===== src/rtl/fpu_arb_pkg.sv =====
// Shared types and constants for the two-requester FP64 adder arbiter.
package fpu_arb_pkg;
    typedef enum logic [1:0] {IDLE, INFLIGHT, HOLD} slot_state_e;
    localparam int NUM_REQ     = 2;
    localparam int ADD_LAT_DEF = 1;
endpackage


===== src/rtl/fpu_arb_slot.sv =====
// Per-requester slot: tracks one outstanding add and holds its result until the requester takes it.
// Result visible the cycle after capture; held stable while rsp_ready_i is low.
module fpu_arb_slot
    import fpu_arb_pkg::*;
(
    input  logic        clk,
    input  logic        reset_n,
    input  logic        accept_i,
    input  logic        capture_i,
    input  logic [63:0] cap_dat_i,
    input  logic        rsp_ready_i,
    output logic        idle_o,
    output logic        rsp_valid_o,
    output logic [63:0] rsp_data_o
);
    slot_state_e state_q;
    logic [63:0] data_q;

    always_ff @(posedge clk or negedge reset_n) begin
        if (!reset_n) begin
            state_q <= IDLE;
            data_q  <= '0;
        end else begin
            case (state_q)
                IDLE: begin
                    if (accept_i) state_q <= INFLIGHT;
                end
                INFLIGHT: begin
                    if (capture_i) begin
                        state_q <= HOLD;
                        data_q  <= cap_dat_i;
                    end
                end
                HOLD: begin
                    if (rsp_ready_i) state_q <= IDLE;
                end
                default: state_q <= IDLE;
            endcase
        end
    end

    assign idle_o      = (state_q == IDLE);
    assign rsp_valid_o = (state_q == HOLD);
    assign rsp_data_o  = data_q;
endmodule


===== src/rtl/fpu_add_arb.sv =====
// Round-robin arbiter sharing one pipelined FP64 adder between two requesters.
// Result returns ADD_LAT cycles after accept; a requester stalls while its slot is busy or unread.
module fpu_add_arb
    import fpu_arb_pkg::*;
#(
    parameter int ADD_LAT = ADD_LAT_DEF
) (
    input  logic        clk,
    input  logic        reset_n,
    input  logic        req0_valid,
    output logic        req0_ready,
    input  logic [63:0] req0_srca,
    input  logic [63:0] req0_srcb,
    input  logic        req0_sub,
    input  logic        req1_valid,
    output logic        req1_ready,
    input  logic [63:0] req1_srca,
    input  logic [63:0] req1_srcb,
    input  logic        req1_sub,
    output logic        rsp0_valid,
    input  logic        rsp0_ready,
    output logic [63:0] rsp0_data,
    output logic        rsp1_valid,
    input  logic        rsp1_ready,
    output logic [63:0] rsp1_data,
    output logic        add_enable,
    output logic        add_doSub,
    output logic [63:0] add_srca,
    output logic [63:0] add_srcb,
    input  logic [63:0] add_dst,
    output logic        busy
);
    logic [NUM_REQ-1:0] req_vld, rsp_rdy, slot_idle, elig, gnt, cap, rsp_vld;
    logic [63:0]        rsp_dat [NUM_REQ];
    logic               accept;
    logic               rr_q;
    logic [63:0]        srca_q, srcb_q, srca_d, srcb_d;
    logic               sub_q, sub_d;
    logic [ADD_LAT-1:0] pipe_vld_q, pipe_tag_q;

    assign req_vld = {req1_valid, req0_valid};
    assign rsp_rdy = {rsp1_ready, rsp0_ready};
    assign elig    = req_vld & slot_idle;

    // rr_q holds the most recent grantee; on a tie the other requester wins.
    assign gnt[0] = elig[0] & (~elig[1] | rr_q);
    assign gnt[1] = elig[1] & (~elig[0] | ~rr_q);
    assign accept = |gnt;

    assign srca_d = gnt[1] ? req1_srca : req0_srca;
    assign srcb_d = gnt[1] ? req1_srcb : req0_srcb;
    assign sub_d  = gnt[1] ? req1_sub  : req0_sub;

    always_ff @(posedge clk or negedge reset_n) begin
        if (!reset_n) begin
            rr_q       <= 1'b1;
            srca_q     <= '0;
            srcb_q     <= '0;
            sub_q      <= 1'b0;
            pipe_vld_q <= '0;
            pipe_tag_q <= '0;
        end else begin
            pipe_vld_q[0] <= accept;
            pipe_tag_q[0] <= gnt[1];
            for (int k = 1; k < ADD_LAT; k++) begin
                pipe_vld_q[k] <= pipe_vld_q[k-1];
                pipe_tag_q[k] <= pipe_tag_q[k-1];
            end
            if (accept) begin
                rr_q   <= gnt[1];
                srca_q <= srca_d;
                srcb_q <= srcb_d;
                sub_q  <= sub_d;
            end
        end
    end

    for (genvar n = 0; n < NUM_REQ; n++) begin : g_slot
        assign cap[n] = pipe_vld_q[ADD_LAT-1] & (pipe_tag_q[ADD_LAT-1] == 1'(n));

        fpu_arb_slot u_slot (
            .clk         (clk),
            .reset_n     (reset_n),
            .accept_i    (gnt[n]),
            .capture_i   (cap[n]),
            .cap_dat_i   (add_dst),
            .rsp_ready_i (rsp_rdy[n]),
            .idle_o      (slot_idle[n]),
            .rsp_valid_o (rsp_vld[n]),
            .rsp_data_o  (rsp_dat[n])
        );
    end

    assign req0_ready = gnt[0];
    assign req1_ready = gnt[1];
    assign rsp0_valid = rsp_vld[0];
    assign rsp1_valid = rsp_vld[1];
    assign rsp0_data  = rsp_dat[0];
    assign rsp1_data  = rsp_dat[1];
    assign add_enable = pipe_vld_q[0];
    assign add_doSub  = sub_q;
    assign add_srca   = srca_q;
    assign add_srcb   = srcb_q;
    assign busy       = ~&slot_idle;
endmodule


===== config.mk =====
export PLATFORM = sky130hd
export DESIGN_NAME = fpu_add_arb
export DESIGN_NICKNAME = d
export VERILOG_FILES = /design/src/rtl/fpu_arb_pkg.sv /design/src/rtl/fpu_arb_slot.sv /design/src/rtl/fpu_add_arb.sv
export SDC_FILE = /design/constraint.sdc
export NUM_CORES = 1
export LEC_CHECK = 0
export ABC_AREA = 0
export CAP_MARGIN = 20
export CELL_PAD_IN_SITES_DETAIL_PLACEMENT = 1
export CELL_PAD_IN_SITES_GLOBAL_PLACEMENT = 2
export CORE_AREA = 5 5 225 227
export DETAILED_ROUTE_END_ITERATION = 6
export DIE_AREA = 0 0 230 232
export HOLD_SLACK_MARGIN = 0.08
export PLACE_DENSITY = 0.73
export SLEW_MARGIN = 20
export SYNTH_ARGS = -nofsm -noshare
export SYNTH_HDL_FRONTEND = slang
export SYNTH_SLANG_ARGS = --single-unit

===== constraint.sdc =====
create_clock -name clk -period 2.8 [get_ports clk]
set_input_delay 0.56 -clock clk [delete_from_list [all_inputs] [get_ports clk]]
set_output_delay 0.56 -clock clk [all_outputs]
set_load 0.02 [all_outputs]

==> results <==
cell families after synthesis:
family / share of synthesized area
multiplexers: 0.131
buffers and inverters: 0.0367
flip-flops: 0.600
AND/OR/NAND/NOR: 0.0967
AO/OA/AOI/OAI: 0.136
path summary, 6_finish.rpt:
path / cells after the start / start / endpoint / slack (ns)
max: 4 / g_slot[1].u_slot.state_q[0] / req0_ready / 0.16
min reg2reg: 1 / g_slot[1].u_slot.rsp_data_o[42] / g_slot[1].u_slot.rsp_data_o[42] / 0.50
max in group asynchronous: 3 / reset_n / g_slot[0].u_slot.rsp_data_o[49] / 1.42
min in group asynchronous: 2 / reset_n / g_slot[1].u_slot.rsp_data_o[57] / 0.58
min: 1 / g_slot[1].u_slot.rsp_data_o[42] / g_slot[1].u_slot.rsp_data_o[42] / 0.50
max reg2reg: 4 / g_slot[1].u_slot.state_q[0] / add_srcb[6] / 0.73
routing by layer:
layer / vias to the layer above / global-route usage / routed length, um
met5: - / 0 / 61
met2: 433 / 0.287 / 23000
li1: 4069 / - / -
met4: 8 / 0.0503 / 1280
met1: 4698 / 0.193 / 18100
met3: 72 / 0.0762 / 4770
cell usage in the layout, fill, tap and decap left out, types with 2 or more instances in the layout:
cell type        synthesis  final
clkbuf_8                 0      7
clkinv_2                 0      5
clkbuf_16                0     35
mux2_2                 128    128
diode_2                  0      3
buf_4                    1     17
inv_1                    4      4
o221a_2                120    120
clkbuf_1                32      5
nand3b_1               130    130
nand2_1                  2      2
buf_12                   0     13
nor2_1                   3      3
clkinvlp_4               0      2
o221a_1                  9      9
clkdlybuf4s50_1          0    587
dfrtp_1                263    263
clkinv_8                 0      2
cells in the mapped netlist, drive strengths merged, types with 2 or more instances:
master    n  area, um^2
inv       4        15.0
nand3b  130         976
dfrtp   263        6580
mux2    128        1440
nand2     2        7.51
clkbuf   32         120
a21o      2        15.0
buf      39         269
nor2      3        11.3
o221a   129        1450
flip-flops by register name, summed over array words and instances (netlist names):
name                      cells
add_enable                    1
add_srcb                     64
g_slot.u_slot.rsp_data_o    128
g_slot.u_slot.state_q         4
pipe_tag_q                    1
rr_q                          1
add_srca                     64
add_doSub                     1
metrics by stage:
stage | utilization | total power [uW] | instance area (um^2) | instances
detailed placement | 0.366 | 18600 | 17700 | 1915
CTS | 0.389 | 23100 | 18800 | 1974
global placement | 0.366 | 18400 | 17700 | 1915
finish | 0.389 | 22700 | 18900 | 1977
floorplan | - | 12600 | 11000 | 746
global route | 0.389 | 23900 | 18800 | 1976
cell type report:
class | instances | area (um^2) | share of cell area
flip-flops and latches | 264 | 6610 | 0.351
repair buffers | 619 | 6290 | 0.334
multi-input cells | 407 | 4050 | 0.215
clock buffers | 47 | 991 | 0.0526
well taps | 622 | 778 | 0.0413
clock inverters | 11 | 111 | 0.00591
inverters | 4 | 15.0 | 0.000796
diodes | 3 | 7.51 | 0.000398
worst max-delay path, cell delays in order, from the launching register on:
cell	delay, ns
dfrtp_1	0.47
or4b_1	0.62
nand3_4	0.17
inv_1	0.10
buf_4	0.17
where the power goes:
group	leakage, uW	internal, uW	switching, uW	total (uW)
registers	0.00300	5750	1110	6870
logic	0.00369	5910	5650	11600
clock network	0.000539	2570	1730	4300
==> summary.md <==
| Metric | Value |
|---|---|
| Layout area overhead | 71.1% |
| Status | finished, final reports clean |
| Vias in the first global route | 10400 |
| Register area share after synthesis | 0.600 |
| Crit path arrival time | 2.08 ns |
| Crit end category | primary output |
| Core box area | 48400 um^2 |
| CTS tree | yes |
| Max-Cap Viols | 0 |
| Root Driver | clkbuf_16 |
| Max-slew headroom | 0.590 |
| Cell count after synthesis | 746 |
| Clock Sinks | 264 |
| Drt via density | 4.69 |
| Routed Antenna Nets | 0 |
| CTS Buf Count | 34 |
| Fillers | 5065 |
| Wire length per cell | 23.9 um |
| Tcrit/Tclk final | 0.943 |
| Reg clk slew, reported paths | 0.06 ns |
| Pre-antenna DRT Iters | 5 |
| Yosys warnings | 0 |
| Lkg Pwr | 0.00723 uW |
| Dpl ws | 0.225 ns |
| Hold WS | 0.502 ns |
| Initial DRC count | 443 |
| Grt ovf | 0 |
| Die area | 53400 um^2 |
| Slew Viols, Final | 0 |
| Row count | 81 |
| Mapped Area | 11000 um^2 |
| Worst-Margin Slew | 0.616 ns |
| Setup TNS | 0 ns |
| Max VDD drop | 0.400 mV |
| Final Hold Vio Count | 0 |
| Via count | 9280 |
| Initial antenna violation count | 8 |
| Required time worst endpoint | 2.24 ns |
| Final worst setup slack | 0.160 ns |
| First-pass GRT wire length | 69200 um |
| CTS H-Tree Depth | 2 |
| Final HPWL DP | 35500 um |
| FF+latch count, synth | 264 |
| Top FF cell, synth | dfrtp_1 |
| Fraction of layout cells with a size suffix above 1 | 0.251 |
| Starting Density | 0.227 |
| Tmin final | 2.64 ns |
| Width of the die | 230 um |
| Power density over cell area | 1210 nW/um^2 |
| Setup Skew | 0.0240 ns |
| # setup viols final | 0 |
| Fmax | 0.379 GHz |
| Unrepaired setup endpoints after global routing | no |
| Total Routing Usage GR | 0.169 |
| Largest buffer count on any clock path | 3 |
| Hold Crit Class | reg -> reg |
| Layout Nets | 1658 |
| Maximum fanout along the worst path | 7 |
| Hold_buf cts | 1 |
| Async set-reset flop share out of synthesis | 1.00 |
| Kind of critical path | reg -> out |
| Clk_lat worst skew | 0.54 ns |
| Post-CTS Resized | 0 |
| CP Launch Type | register |
| Die Y | 232 um |
| Number of synthesized flops with an enable pin | 0 |
| Mapped Avg Cell Area | 14.8 um^2 |
| Unique masters post-synth | 29 |
| Largest net degree at the start of global routing | 94 |
| Post-CTS setup buffer count | 0 |
| Drt total wl | 47200 um |
| Port Buf Inserts | 590 |
| Boundary Pins | 591 |
| Post-Syn Nets | 1074 |
| DRC | 0 |
| Placer Congestion | 0.754 |
Note: power is estimated with default switching activity, not from simulation.
